--- config.mk ---
export PLATFORM = sky130hd
export DESIGN_NAME = parity_step_counter
export DESIGN_NICKNAME = d
export VERILOG_FILES = /design/src/rtl/counter_pkg.sv /design/src/rtl/parity_align.sv /design/src/rtl/parity_step_counter.sv
export SDC_FILE = /design/constraint.sdc
export NUM_CORES = 1
export LEC_CHECK = 0
export BUFFER_PORTS_ARGS = -buffer_cell sky130_fd_sc_hd__clkbuf_2
export CAP_MARGIN = 20
export CORE_UTILIZATION = 50
export DETAILED_ROUTE_END_ITERATION = 12
export PLACE_DENSITY = 0.86
export SLEW_MARGIN = 20
export SYNTH_ARGS = -nofsm -noshare
export SYNTH_HDL_FRONTEND = slang
export SYNTH_HIERARCHICAL = 1
export SYNTH_SLANG_ARGS = --single-unit
--- constraint.sdc ---
create_clock -name clk -period 1.95 [get_ports clk]
set_input_delay 0.39 -clock clk [delete_from_list [all_inputs] [get_ports clk]]
set_output_delay 0.39 -clock clk [all_outputs]
set_load 0.05 [all_outputs]
--- src/rtl/counter_pkg.sv ---
// -----------------------------------------------------------------------------
// counter_pkg
// Shared definitions for the parity counter family.
//   MODE_ANY / MODE_EVEN / MODE_ODD / MODE_HOLD : 2-bit mode encodings
//   bottom_of(mode)        : lowest legal count for a mode (0 or 1)
//   top_of(mode, width)    : highest legal count for a mode at a given width
// Hold mode has no range of its own; it reports the full 0..MAX range so
// that limit indication stays well defined while the counter is frozen.
// -----------------------------------------------------------------------------
package counter_pkg;

  localparam logic [1:0] MODE_ANY  = 2'b00;
  localparam logic [1:0] MODE_EVEN = 2'b01;
  localparam logic [1:0] MODE_ODD  = 2'b10;
  localparam logic [1:0] MODE_HOLD = 2'b11;

  // Odd mode is the only one whose range starts above zero.
  function automatic logic bottom_of(input logic [1:0] mode);
    return (mode == MODE_ODD);
  endfunction

  // Computed in 64 bits so callers can size-cast down to WIDTH+1 without
  // any intermediate overflow.
  function automatic longint top_of(input logic [1:0] mode, input int width);
    longint max_v;
    max_v = (longint'(1) << width) - 1;
    if (mode == MODE_EVEN) begin
      return max_v - 1;
    end
    return max_v;
  endfunction

endpackage

--- src/rtl/parity_align.sv ---
// -----------------------------------------------------------------------------
// parity_align
// Forces a value onto the parity grid of the selected mode.
//   value    [WIDTH-1:0] : value to align
//   mode     [1:0]       : counter mode
//   aligned  [WIDTH-1:0] : even -> LSB cleared, odd -> LSB set, else unchanged
//   mismatch             : value is not already on the grid for this mode
// Only the LSB is touched, so the result can never overflow.
// -----------------------------------------------------------------------------
module parity_align
  import counter_pkg::*;
#(
  parameter int WIDTH = 4
) (
  input  logic [WIDTH-1:0] value,
  input  logic [1:0]       mode,
  output logic [WIDTH-1:0] aligned,
  output logic             mismatch
);

  always_comb begin
    aligned  = value;
    mismatch = 1'b0;
    case (mode)
      MODE_EVEN: begin
        aligned[0] = 1'b0;
        mismatch   = value[0];
      end
      MODE_ODD: begin
        aligned[0] = 1'b1;
        mismatch   = ~value[0];
      end
      default: begin
        aligned  = value;
        mismatch = 1'b0;
      end
    endcase
  end

endmodule

--- src/rtl/parity_step_counter.sv ---
// -----------------------------------------------------------------------------
// parity_step_counter
// Up/down counter restricted to a parity grid (any / even / odd / hold) with
// parity-corrected load, wrap-or-saturate at the limits and a registered
// terminal-count pulse.
//   clk          : rising-edge clock
//   reset        : asynchronous active-low reset
//   clear        : synchronous clear to the bottom of the current mode
//   en           : count enable
//   dir          : 1 = up, 0 = down
//   mode [1:0]   : 00 any, 01 even, 10 odd, 11 hold
//   wrap_cfg_we  : latch wrap_cfg into the policy register
//   wrap_cfg     : 1 = wrap, 0 = saturate
//   load         : synchronous parallel load (value is parity aligned)
//   load_val     : load value
//   count        : registered count
//   tc           : one-cycle pulse when a step hits / is blocked at a limit
//   at_limit     : combinational, count sits at the limit in the current dir
// Priority per edge: clear > load > hold > parity correction > en.
// -----------------------------------------------------------------------------
module parity_step_counter
  import counter_pkg::*;
#(
  parameter int   WIDTH        = 4,
  parameter logic WRAP_DEFAULT = 1'b1
) (
  input  logic             clk,
  input  logic             reset,
  input  logic             clear,
  input  logic             en,
  input  logic             dir,
  input  logic [1:0]       mode,
  input  logic             wrap_cfg_we,
  input  logic             wrap_cfg,
  input  logic             load,
  input  logic [WIDTH-1:0] load_val,
  output logic [WIDTH-1:0] count,
  output logic             tc,
  output logic             at_limit
);

  logic             wrap_q;
  logic [WIDTH-1:0] count_nxt;
  logic             tc_nxt;

  // Limits, step and count all carried in WIDTH+1 bits so the compares
  // below never depend on modulo wrap of the count width.
  logic [WIDTH:0]   top_x;
  logic [WIDTH:0]   bot_x;
  logic [WIDTH:0]   inc_x;
  logic [WIDTH:0]   cnt_x;
  logic [WIDTH:0]   sum_x;

  logic [WIDTH-1:0] ld_aligned;
  logic             ld_mismatch;
  logic [WIDTH-1:0] cnt_aligned;
  logic             cnt_mismatch;

  parity_align #(.WIDTH(WIDTH)) u_align_load (
    .value    (load_val),
    .mode     (mode),
    .aligned  (ld_aligned),
    .mismatch (ld_mismatch)
  );

  parity_align #(.WIDTH(WIDTH)) u_align_count (
    .value    (count),
    .mode     (mode),
    .aligned  (cnt_aligned),
    .mismatch (cnt_mismatch)
  );

  always_comb begin
    top_x = (WIDTH+1)'(top_of(mode, WIDTH));
    bot_x = {{WIDTH{1'b0}}, bottom_of(mode)};
    inc_x = (mode == MODE_EVEN || mode == MODE_ODD) ? (WIDTH+1)'(2) : (WIDTH+1)'(1);
    cnt_x = {1'b0, count};
    sum_x = cnt_x + inc_x;
  end

  assign at_limit = dir ? (cnt_x == top_x) : (cnt_x == bot_x);

  always_comb begin
    count_nxt = count;
    tc_nxt    = 1'b0;
    if (clear) begin
      count_nxt = bot_x[WIDTH-1:0];
    end else if (load) begin
      count_nxt = ld_aligned;
    end else if (mode == MODE_HOLD) begin
      count_nxt = count;
    end else if (en && cnt_mismatch) begin
      // Off-grid count (typically after a mode change): snap it onto the
      // grid this cycle instead of stepping.
      count_nxt = cnt_aligned;
    end else if (en) begin
      if (dir) begin
        if (sum_x > top_x) begin
          tc_nxt    = 1'b1;
          count_nxt = wrap_q ? bot_x[WIDTH-1:0] : top_x[WIDTH-1:0];
        end else begin
          count_nxt = sum_x[WIDTH-1:0];
        end
      end else begin
        if (cnt_x < bot_x + inc_x) begin
          tc_nxt    = 1'b1;
          count_nxt = wrap_q ? top_x[WIDTH-1:0] : bot_x[WIDTH-1:0];
        end else begin
          count_nxt = count - inc_x[WIDTH-1:0];
        end
      end
    end
  end

  // ld_mismatch is only informative on the load path; the aligned value is
  // loaded whether or not it had to be corrected.
  logic unused_ok;
  assign unused_ok = ld_mismatch;

  // State registers
  always_ff @(posedge clk or negedge reset) begin
    if (!reset) begin
      count  <= '0;
      tc     <= 1'b0;
      wrap_q <= WRAP_DEFAULT;
    end else begin
      count <= count_nxt;
      tc    <= tc_nxt;
      if (wrap_cfg_we) begin
        wrap_q <= wrap_cfg;
      end
    end
  end

endmodule

==> results.toml <==
[routing]
drt_iter0_drc = 37
drc = 0
num_vias = 1071
drt-total-wl_mm = 3.07
viasPerCell = 5.76
drtPass1Iterations = 5
ant_nets = 0
avgRoutedWirePerCell_um = 16.5

[power_and_ir_drop]
power_density_mw_per_mm2 = 645
peakVddDrop_mv = 0.373
power_uw = 951
p_leak_uw = 0.000675

[logic_synthesis]
syn_area_mm2 = 0.00107
synthCells = 129
ys_warn_count = 6
syn_nets = 158
synth.avg_cell_area_um2 = 8.32

[sta]
rsz0062_at_grt = "yes"
setup_slack_ps = -101
max-slew-margin-rel_pct = 55.9
setup_viol = 4
worst_pin_slew_ps = 656
clock_skew_ps = 0.665
min_period_ps = 2050
slew_viol_final = 0
fin_crit_sh_pct = 105
clock.fmax_mhz = 488
hold_viol = 0

[grt]
grt-ovfl-total = 0
antenna_found_initial = 0
grt_pass1_wl_mm = 4.99
grt_pass1_vias = 1099
grt_max_degree = 14
grtUsageTotal_pct = 27.8

[outcome]
violations = "negative setup slack"
status = "finished with violations"

[critical_path]
cpPeakStageDelay_ps = 450
critPathRequiredTime_ps = 2130
r2r_slack_ps = -30
crit_path_end_kind = "flop"
path_buf_inv = 3
crit_chain = "clkbuf_16 -> inv_8 -> ha_4 -> ha_4 -> inv_2 -> fa_2 -> nor3_4 -> nand4_2 -> mux2_4 -> a21oi_2"
cp_slowest_cell = "fa_2"
rr_startpoint = "count[0]$_DFFE_PN0P_"
cp_common_cell = "ha_4"
r2r-end = "count[0]$_DFFE_PN0P_"
cp-start-kind = "input pin"
worstPathMaxFanout = 3
path_delay_family = "adder cells"
path_depth = 10
critical_path_class = "input pin to flop"
critical_path_arrival_ps = 2230
reg2reg_depth = 7
cp-startpoint = "mode[0]"
critPathCapture = "count[0]$_DFFE_PN0P_"

[placed_design]
placed_cells = 177
routabilityCongestion = 0.897
io_buffers = 19
hpwl_mm = 2.22

[cells_and_area]
antennaDiodeCount = 0
syn2layout_area_growth_pct = 37.3
drive_above_1_share_pct = 47.8
nets = 189
finalNonFillerCells = 186

[run]
max_cap_viol_count = 0

[floorplan]
io_pins = 20
design.core.area_mm2 = 0.00198
rows = 16
die-area_mm2 = 0.00234
fp.dieW_um = 48.3
die_h_um = 48.3
initial_utilization_pct = 54.2

[clock_network]
clk_pin_slew_ps = 50
clock-sinks = 6
clock_latency_ps = 250
numCtsBuffers = 3
clockRootBuffer = "clkbuf_4"
h-tree-depth = 1
tritoncts = "done"
clock_path_buffers = 2

[min_path]
worstHoldPathType = "input pin to flop"
flip-flops by register name, summed over array words and instances, names as in the netlist:
name	cells
count	4
tc	1
wrap_q	1
layout make-up:
cell class	instances	area [um2]
multi-input cells	96	900
well taps	27	33.8
repair buffers	39	299
fillers	124	508
flip-flops and latches	6	155
clock buffers	4	26.3
inverters	14	60.1
per-stage QoR:
step	hold slack, ps	util (%)	TNS, ps	area, um2	setup slack (ps)
after global routing	390	74.4	-437	1470	-149
after global placement	216	65.2	-1520	1290	-321
after detailed placement	218	65.2	-2100	1290	-444
final	400	74.4	-223	1470	-101
after floorplan	94.4	-	-506	1130	-137
after CTS	397	71.5	-38.9	1420	-38.9
repair_timing:
action / CTS / global route
pin swaps: 4 / 6
hold buffers: 1 / 0
gates resized for setup: 15 / 10
endpoints found under the setup margin: 6 / 6
hold endpoints to repair: 5 / 0
setup buffers: 3 / 1
worst min path at each step:
stage | slack, ps | to | from | cells after the start
2_1_floorplan | 90 | count[0]$_DFFE_PN0P_ | reset | 0
3_3_place_gp | 220 | count[3]$_DFFE_PN0P_ | reset | 1
3_5_place_dp | 220 | tc$_DFF_PN0_ | reset | 1
4_1_cts | 400 | wrap_q$_DFFE_PN1P_ | wrap_cfg | 2
5_1_grt | 390 | wrap_q$_DFFE_PN1P_ | wrap_cfg | 2
6_report | 400 | wrap_q$_DFFE_PN1P_ | wrap_cfg | 2
power breakdown:
part | switching [uW] | internal, uW
combinational | 347 | 306
clock | 51.6 | 78.0
sequential | 24.7 | 143
total | 424 | 527
layout by cell type, fill, tap and decap left out, types with 2 or more instances in the layout:
cell type / n
nand3b_1: 2
inv_1: 10
a21oi_1: 5
o211ai_1: 2
nand2b_1: 4
nor2_1: 3
dfrtp_2: 3
ha_4: 4
mux2_4: 4
dfrtp_1: 2
a21o_1: 2
clkbuf_4: 3
mux2i_1: 2
nand3_1: 5
nor3_4: 2
o21ai_1: 3
ha_1: 8
o21ai_0: 5
clkbuf_2: 16
nand2_1: 9
inv_2: 3
nor3_1: 3
a21oi_2: 2
fa_2: 2
nor2b_1: 2
buf_4: 18
layer usage:
metal  vias up  part of all wire (%)  global-route usage, %
li1        514                     -                      -
met1       492                    39                   30.5
met2        48                    51                   50.5
met3        17                   4.9                   4.72
met4         0                   4.7                   15.7
met5         -                     0                      0
No activity file was read; power rests on OpenSTA's default activity.
